## config.mk

```make
export PLATFORM = sky130hd
export DESIGN_NAME = qed_dup_scheduler
export DESIGN_NICKNAME = d
export VERILOG_FILES = /design/src/rtl/qed_pkg.sv /design/src/rtl/qed_round_counter.sv /design/src/rtl/qed_dup_scheduler.sv
export SDC_FILE = /design/constraint.sdc
export NUM_CORES = 1
export LEC_CHECK = 0
export CORE_MARGIN = 5
export CORE_UTILIZATION = 56
export DETAILED_ROUTE_END_ITERATION = 7
export DONT_BUFFER_PORTS = 1
export GPL_TIMING_DRIVEN = 0
export PLACE_DENSITY = 0.71
export SYNTH_ARGS = -nofsm -noshare
export SYNTH_HDL_FRONTEND = slang
export SYNTH_SLANG_ARGS = --single-unit
```

## constraint.sdc

```tcl
create_clock -name clk -period 2.8 [get_ports clk]
set_input_delay 0.7 -clock clk [delete_from_list [all_inputs] [get_ports clk]]
set_output_delay 0.7 -clock clk [all_outputs]
set_load 0.1 [all_outputs]
```

## src/rtl/qed_pkg.sv

```systemverilog
// Shared types and constants for the QED duplicate scheduler: FSM state
// encoding, the canonical NOP and default cache sizing.
package qed_pkg;

    typedef enum logic [1:0] {
        IDLE  = 2'd0,
        ORIG  = 2'd1,
        DUP   = 2'd2,
        CHECK = 2'd3
    } qed_state_e;

    // addi x0,x0,0 -- padding that must never be counted as an original
    localparam logic [31:0] QED_NOP_INST  = 32'h0000_0013;
    localparam int          DEFAULT_DEPTH = 16;
    localparam int          DEFAULT_CNT_W = 5;

endpackage

```

## src/rtl/qed_round_counter.sv

```systemverilog
// Per-round instruction counter with synchronous clear and a look-ahead
// output so the FSM can decide on the value the counter is about to take.
module qed_round_counter #(
    parameter int CNT_W = 5
) (
    input  logic             clk,
    input  logic             rst,
    input  logic             clr,
    input  logic             inc,
    output logic [CNT_W-1:0] cnt,
    output logic [CNT_W-1:0] cnt_next
);

    // clear wins over increment so an abort never leaves a stale count
    always_comb begin
        cnt_next = cnt;
        if (clr) begin
            cnt_next = '0;
        end else if (inc) begin
            cnt_next = cnt + CNT_W'(1);
        end
    end

    always_ff @(posedge clk or negedge rst) begin
        if (!rst) begin
            cnt <= '0;
        end else begin
            cnt <= cnt_next;
        end
    end

endmodule

```

## src/rtl/qed_dup_scheduler.sv

```systemverilog
// Generates exec_dup for the QED duplication block: counts originals, switches
// to replay on a legal request or a full cache, and flags balanced rounds.
module qed_dup_scheduler
    import qed_pkg::*;
#(
    parameter int          DEPTH    = DEFAULT_DEPTH,
    parameter int          CNT_W    = DEFAULT_CNT_W,
    parameter logic [31:0] NOP_INST = QED_NOP_INST
) (
    input  logic             clk,
    input  logic             rst,
    input  logic             ena,
    input  logic             stall_IF,
    input  logic             ifu_vld,
    input  logic [31:0]      ifu_qed_instruction,
    input  logic             vld_out,
    input  logic             dup_req,
    output logic             exec_dup,
    output logic [CNT_W-1:0] orig_cnt,
    output logic [CNT_W-1:0] dup_cnt,
    output logic             qed_ready,
    output logic             round_abort,
    output qed_state_e       state_dbg
);

    qed_state_e       state, state_next;
    logic             abort_next;
    logic             acc_orig, acc_dup;
    logic             cnt_clr, orig_inc, dup_inc;
    logic [CNT_W-1:0] orig_cnt_next, dup_cnt_next;

    assign acc_orig = ifu_vld && !stall_IF && (ifu_qed_instruction != NOP_INST);
    assign acc_dup  = vld_out && !stall_IF;

    // Counters only move in their own phase; a duplicate beyond the original
    // count is dropped rather than wrapping the balance check.
    assign cnt_clr  = !ena || (state == CHECK);
    assign orig_inc = (state == ORIG) && acc_orig && (orig_cnt != CNT_W'(DEPTH));
    assign dup_inc  = (state == DUP) && acc_dup && (dup_cnt != orig_cnt);

    qed_round_counter #(.CNT_W(CNT_W)) u_orig_cnt (
        .clk      (clk),
        .rst      (rst),
        .clr      (cnt_clr),
        .inc      (orig_inc),
        .cnt      (orig_cnt),
        .cnt_next (orig_cnt_next)
    );

    qed_round_counter #(.CNT_W(CNT_W)) u_dup_cnt (
        .clk      (clk),
        .rst      (rst),
        .clr      (cnt_clr),
        .inc      (dup_inc),
        .cnt      (dup_cnt),
        .cnt_next (dup_cnt_next)
    );

    always_comb begin
        state_next = state;
        abort_next = 1'b0;
        if (!ena) begin
            state_next = IDLE;
            abort_next = (state != IDLE) && ((orig_cnt != '0) || (state == DUP));
        end else begin
            case (state)
                IDLE:  state_next = ORIG;
                ORIG: begin
                    if (!stall_IF && ((orig_cnt_next == CNT_W'(DEPTH)) ||
                                      (dup_req && (orig_cnt_next != '0)))) begin
                        state_next = DUP;
                    end
                end
                DUP: begin
                    if (!stall_IF && (dup_cnt_next == orig_cnt)) begin
                        state_next = CHECK;
                    end
                end
                CHECK: state_next = ORIG;
                default: state_next = IDLE;
            endcase
        end
    end

    // Outputs are flopped from state_next so they never glitch on decode.
    always_ff @(posedge clk or negedge rst) begin
        if (!rst) begin
            state       <= IDLE;
            exec_dup    <= 1'b0;
            qed_ready   <= 1'b0;
            round_abort <= 1'b0;
        end else begin
            state       <= state_next;
            exec_dup    <= (state_next == DUP);
            qed_ready   <= (state_next == CHECK);
            round_abort <= abort_next;
        end
    end

    assign state_dbg = state;

    a_no_excess_dup : assert property (@(posedge clk) disable iff (!rst)
        !((state == DUP) && acc_dup && (dup_cnt == orig_cnt)));

endmodule

```

* After elaboration in Yosys (flattened, before gate mapping)
Index checks and enable logic that the tools add are counted.
Widths: inputs -> output; s select.
** Word-level totals
- Output and inout bits :: 15
- Logic and storage cells :: 48
- Input bits :: 39
- Register bits :: 15
** Cells by class
- Equality and inequality tests :: 10
- Reductions and logical operators :: 21
- $add $sub $neg :: 2
- Multiplexer cells :: 9
** Operators with widths (number)
- $ne 32x5->1 const B :: 1
- $mux 5 :: 4
- $logic_and 1x1->1 :: 11
- $add 5x1->5 const B :: 2
- $reduce_bool 5->1 :: 2
- $eq 2x2->1 const B :: 4
- $mux 2 :: 3
- $pmux 2 s3 :: 1
- $eq 5x5->1 :: 1
- $eq 5x5->1 const B :: 1
- $ne 5x5->1 :: 1
- $ne 5x5->1 const B :: 1
- $logic_or 1x1->1 :: 3
- $eq 2x1->1 const B :: 1
- $logic_not 1->1 :: 2
- $logic_not 2->1 :: 1
- $reduce_bool 2->1 :: 1
- $reduce_or 2->1 :: 1
- $mux 1 :: 1

* Depth between registers and ports, before layout
- Depth in word-level cells :: 15
- Mapped depth :: 10
- Mapped depth without buffers :: 10

* Hierarchy
A second synthesis with hierarchy kept.
** Unflattened totals
- Cells, all modules :: 103
- Area total of the unflattened synthesis :: 1021.0 um^2
** Modules (own cells, without submodules)
- qed_dup_scheduler :: times used 1, seq. area each 125.1 um^2, area an instance 515.5 um^2, cells each 59
- qed_round_counter :: times used 2, seq. area each 125.1 um^2, area an instance 252.7 um^2, cells each 22

* Worst setup path before layout
No wires, ideal clock.
- Path kind :: register to register
- Start point :: reg state[0], in the netlist state_dbg[0]
- End point :: reg qed_ready
- Period minus slack after synthesis :: 3.146 ns
- Data required time :: 2.722 ns
- Cell stages (with the launch flop) :: 11
- Path slack :: -0.346 ns
- Setup time :: 0.078 ns
- Path buffers :: 0
- Data arrival time :: 3.068 ns
- Cell sequence :: dfrtp_1 inv_1 ha_1 nand3b_2 nor4_1 o21ai_1 a31oi_1 a2111oi_4 a41oi_2 or3b_1 a21boi_1
** On the way
- Cells in the longest elaborated chain, start to end :: 13
- Elaborated cells between the ends (all ways) :: 26
- Those cells by class :: eq/ne: 6; mux: 8; reduce/logical: 12
** Ends and longest elaborated chain
- from (decl) :: RTL line qed_dup_scheduler.sv:26 : qed_state_e state, state_next;
- from (signal assigned) :: RTL line qed_dup_scheduler.sv:93 : state <= state_next;
- $eq 2x1->1 :: RTL line qed_dup_scheduler.sv:38, qed_dup_scheduler.sv:66
- $logic_and 1x1->1 (2 in series) :: RTL line qed_dup_scheduler.sv:38 : assign orig_inc = (state == ORIG) && acc_orig && (orig_cnt != CNT_W'(DEPTH));
- $mux 5 :: RTL line qed_round_counter.sv:19 : end else if (inc) begin
- $mux 5 :: RTL line qed_round_counter.sv:17 : if (clr) begin
- $reduce_bool 5->1 :: RTL line qed_dup_scheduler.sv:70 : (dup_req && (orig_cnt_next != '0)))) begin
- $logic_and 1x1->1 :: RTL line qed_dup_scheduler.sv:70
- $logic_or 1x1->1 :: RTL line qed_dup_scheduler.sv:69 : if (!stall_IF && ((orig_cnt_next == CNT_W'(DEPTH)) ||
- $logic_and 1x1->1 :: RTL line qed_dup_scheduler.sv:69
- $mux 2 :: RTL line qed_dup_scheduler.sv:69
- $pmux 2 s3 (*) :: RTL line qed_dup_scheduler.sv:66 : case (state)
- $mux 2 (*) :: RTL line qed_dup_scheduler.sv:62 : if (!ena) begin
- $eq 2x2->1 (*) :: RTL line qed_dup_scheduler.sv:95 : qed_ready <= (state_next == CHECK);
- to (signal assigned) :: RTL line qed_dup_scheduler.sv:95
- to (decl) :: RTL line qed_dup_scheduler.sv:21 : output logic qed_ready,
Every way passes the cells marked *; elsewhere a longest branch is shown, timed or not.

* Final worst setup path
- Start point :: reg u_orig_cnt.cnt[1]
- End point :: reg qed_ready
** On the way
- Elaborated cells between the ends (all ways) :: 21
- Those cells by class :: add/sub: 1; eq/ne: 5; mux: 8; reduce/logical: 7
** RTL lines
- from (decl) :: RTL line qed_round_counter.sv:10 : output logic [CNT_W-1:0] cnt,
- from (signal assigned) :: RTL line qed_round_counter.sv:28 : cnt <= cnt_next;
- $ne 5x5->1 :: RTL line qed_dup_scheduler.sv:39 : assign dup_inc = (state == DUP) && acc_dup && (dup_cnt != orig_cnt);
- $logic_and 1x1->1 :: RTL line qed_dup_scheduler.sv:39
- $mux 5 :: RTL line qed_round_counter.sv:19
- $mux 5 :: RTL line qed_round_counter.sv:17
- net dup_cnt_next[4] :: RTL line qed_dup_scheduler.sv:30 : logic [CNT_W-1:0] orig_cnt_next, dup_cnt_next;
- $eq 5x5->1 :: RTL line qed_dup_scheduler.sv:75 : if (!stall_IF && (dup_cnt_next == orig_cnt)) begin
- $logic_and 1x1->1 :: RTL line qed_dup_scheduler.sv:75
- $mux 2 :: RTL line qed_dup_scheduler.sv:75
- $pmux 2 s3 :: RTL line qed_dup_scheduler.sv:66
- $mux 2 :: RTL line qed_dup_scheduler.sv:62
- $eq 2x2->1 :: RTL line qed_dup_scheduler.sv:95
The timed path passes the listed nets, and every way through them passes these cells.

==> impl_metrics.tcl <==
set metrics [dict create \
    synth_cell_type_count 49 \
    insertion_delay_ps 290 \
    synth-edff-count 0 \
    area_growth_syn_to_layout_pct 34.5 \
    gr-total-overflow 0 \
    antenna_found_initial 0 \
    ff_latch_area_um2 418 \
    dp_hpwl_um 2560 \
    final_cell_area_mm2 0.00178 \
    synth_cells 146 \
    htreeDepth 1 \
    startpoint "u_orig_cnt.cnt[1]" \
    synth_warnings 0 \
    drtIter0Drc 81 \
    multi_input_area_mm2 0.00105 \
    synth_top_area_frac 0.284 \
    skew_ps 7.20 \
    synth_area_mm2 0.00132 \
    drc 0 \
    synth.area.mux_share 0.0227 \
    worst_setup_path_start_kind "flop" \
    maxCapViolCount 0 \
    status "finished with violations" \
    drive_gt1_frac 0.401 \
    setup_viol 1 \
    synth_nets 193 \
    grt_max_degree 16 \
    finalCritPeriodShare 1.02 \
    r2r.worst_path.cells 11 \
    synth-simple-area-share 0.265 \
    violations "negative setup slack" \
    ys_seq_area_frac 0.284 \
    row_count 17 \
    dieArea_mm2 0.00343 \
    cts_tree "yes" \
    final_cell_count_no_fill 200 \
    fin_setup_tns_ps -52.3 \
    synth_top_family_by_area "simple AND/OR/NAND/NOR gates" \
    clockBufferDepth 2 \
    clk_pin_slew_worst_paths_ps 100 \
    grt_pass1_wl_um 6070 \
    gp_congestion 0.870 \
    dieWidth_um 58.6 \
    slew_violations 0 \
    critical_path_arrival_ps 3070 \
    fin_crit_ps 2850 \
    synth.area.top_cells "dfrtp_1 (28%), ha_1 (7.6%), xnor2_1 (5.3%), nand4_1 (4.3%), xnor2_2 (3.7%)" \
    leakagePower_nw 0.679 \
    fillers 138 \
    wl_per_cell_um 21.5 \
    vias 1416 \
    die_y_um 58.6 \
    antenna_cells 0 \
    dpl-instance-area_mm2 0.00138 \
    fin_nets 220 \
    vias_per_cell 7.08 \
    rsz0062_at_grt "yes" \
    io_buffers 0 \
    tightest_slew_ps 886 \
    first_pass_iters 5 \
    reg2reg_to "qed_ready" \
    fp.coreArea_mm2 0.00223 \
    ff2ff_setup_slack_ps -50 \
    crit_type "flop to flop" \
    async_flop_share 1.00 \
    start_util 0.592 \
    hold_violations 0 \
    critPathRequiredTime_ps 3020 \
    holdCritPathClass "input port to async pin" \
    antenna_left 0 \
    worst-path-max-fanout 4 \
    synth_compound_area_frac 0.201 \
    ir_worst_vdd_uv 538 \
    crit_path_end_kind "flop" \
    ios 54 \
    dp_cells 174 \
    timing.rr.start "u_orig_cnt.cnt[1]" \
    grt_util_all_layers 0.228 \
    power_density_mw_per_mm2 518 \
    synth-xor-area-share 0.0965 \
    yosys.area.top_type "dfrtp_1" \
    slew_headroom 0.409 \
    final_cell_mix "buf_4 (21), dfrtp_4 (11), nor2_1 (10)" \
    ys_ff_latch 15 \
    endpoint "qed_ready" \
    cts_sinks 15 \
    synth_fa_ha_area_frac 0.0757 \
    setup_ws_ps -52.3 \
    grt_pass1_vias 1294 \
    numCtsBuffers 3 \
    root_buffer "clkbuf_4" \
    totalPowerFinal_uw 922 \
    synth_ff_type "dfrtp_1" \
    routed_wirelength_um 4300 \
    syn-mean-instance-area_um2 9.06 \
    clock.fmax_mhz 351 \
    layout_commonest_cell "buf_4" \
]
-- worst min-delay path by stage --
stage | from | to | slack [ps] | cells after the start
global route | rst | u_orig_cnt.cnt[3] | 70 | 0
floorplan | rst | exec_dup | 400 | 0
detailed placement | rst | u_orig_cnt.cnt[0] | 400 | 0
finish | rst | u_orig_cnt.cnt[0] | 80 | 0
CTS | rst | u_orig_cnt.cnt[0] | 90 | 0
global placement | rst | u_orig_cnt.cnt[0] | 400 | 0
-- metal layers --
metal,vias to the layer above,track usage,wire length [µm]
met4,0,0.0874,177
met1,660,0.268,1550
met3,28,0.0724,438
met2,110,0.388,2130
met5,-,0,0
li1,618,-,-
-- synth_stat cells (2+ instances only) --
| cell | n |
|---|---|
| a21oi_1 | 5 |
| buf_2 | 2 |
| ha_1 | 8 |
| nor2_1 | 10 |
| a32o_1 | 2 |
| mux2i_1 | 3 |
| or3_1 | 2 |
| o21ai_1 | 4 |
| nor4_1 | 7 |
| o21a_1 | 2 |
| nand2b_1 | 2 |
| xnor2_1 | 8 |
| nor3_1 | 4 |
| nand3_1 | 6 |
| dfrtp_1 | 15 |
| o21ai_0 | 3 |
| o211ai_1 | 2 |
| a31oi_1 | 4 |
| nand4_1 | 9 |
| nand2_1 | 7 |
| xnor2_2 | 3 |
| inv_1 | 8 |
| and3_1 | 2 |
| buf_6 | 2 |
| nor4b_1 | 2 |
-- state kept, by name (all words and copies together), names as in the netlist --
signal / flops
state_dbg: 2
u_dup_cnt.cnt: 5
u_orig_cnt.cnt: 5
exec_dup: 1
round_abort: 1
qed_ready: 1
-- kinds of logic (layout without fill, tap and decap cells) --
logic type,Yosys count,after routing
and+or+nand+nor,60,61
AOI/OAI and AO/OA,34,34
DFF,15,15
buffers and inverters,14,39
xor gates and xnor gates,12,12
adders and majority gates,8,8
muxes,3,3
-- worst max-delay path: stages, from the launching register on --
cell and delay (ps):
dfrtp_4 640, buf_6 190, xnor2_4 130, and4_1 220
buf_6 130, buf_4 140, a21oi_1 240, o21ai_2 120
xnor2_1 260, a41oi_2 180, or3b_1 390, a21boi_1 130
-- cell type report --
cell class | instances | area share
multi-input combinational | 118 | 0.588
timing repair buffer | 22 | 0.0907
buffer | 5 | 0.0338
sequential | 15 | 0.235
clock buffer | 4 | 0.0148
tap | 28 | 0.0197
inverter | 8 | 0.0183
-- metrics by stage --
stage                      util  hold slack, ps  setup slack, ps
after global routing      0.797            65.1             -134
after floorplan               -             404            0.788
final                     0.797            82.5            -52.3
after global placement    0.616             405             -252
after CTS                 0.711            85.3             5.43
after detailed placement  0.616             405             -288
-- power by group --
part	total, mW	internal, mW	switching (mW)
clock network	0.135	0.0554	0.0792
registers	0.450	0.245	0.205
logic	0.337	0.168	0.169
-- what timing repair did --
action	4_1_cts	5_1_grt
endpoints found under the setup margin	4	3
hold buffers	0	0
gates resized for setup	27	19
cloned	0	1
endpoints found under the hold margin	0	0
setup buffers	11	12
pin swaps	5	17
(Power assumes the default switching activity.)
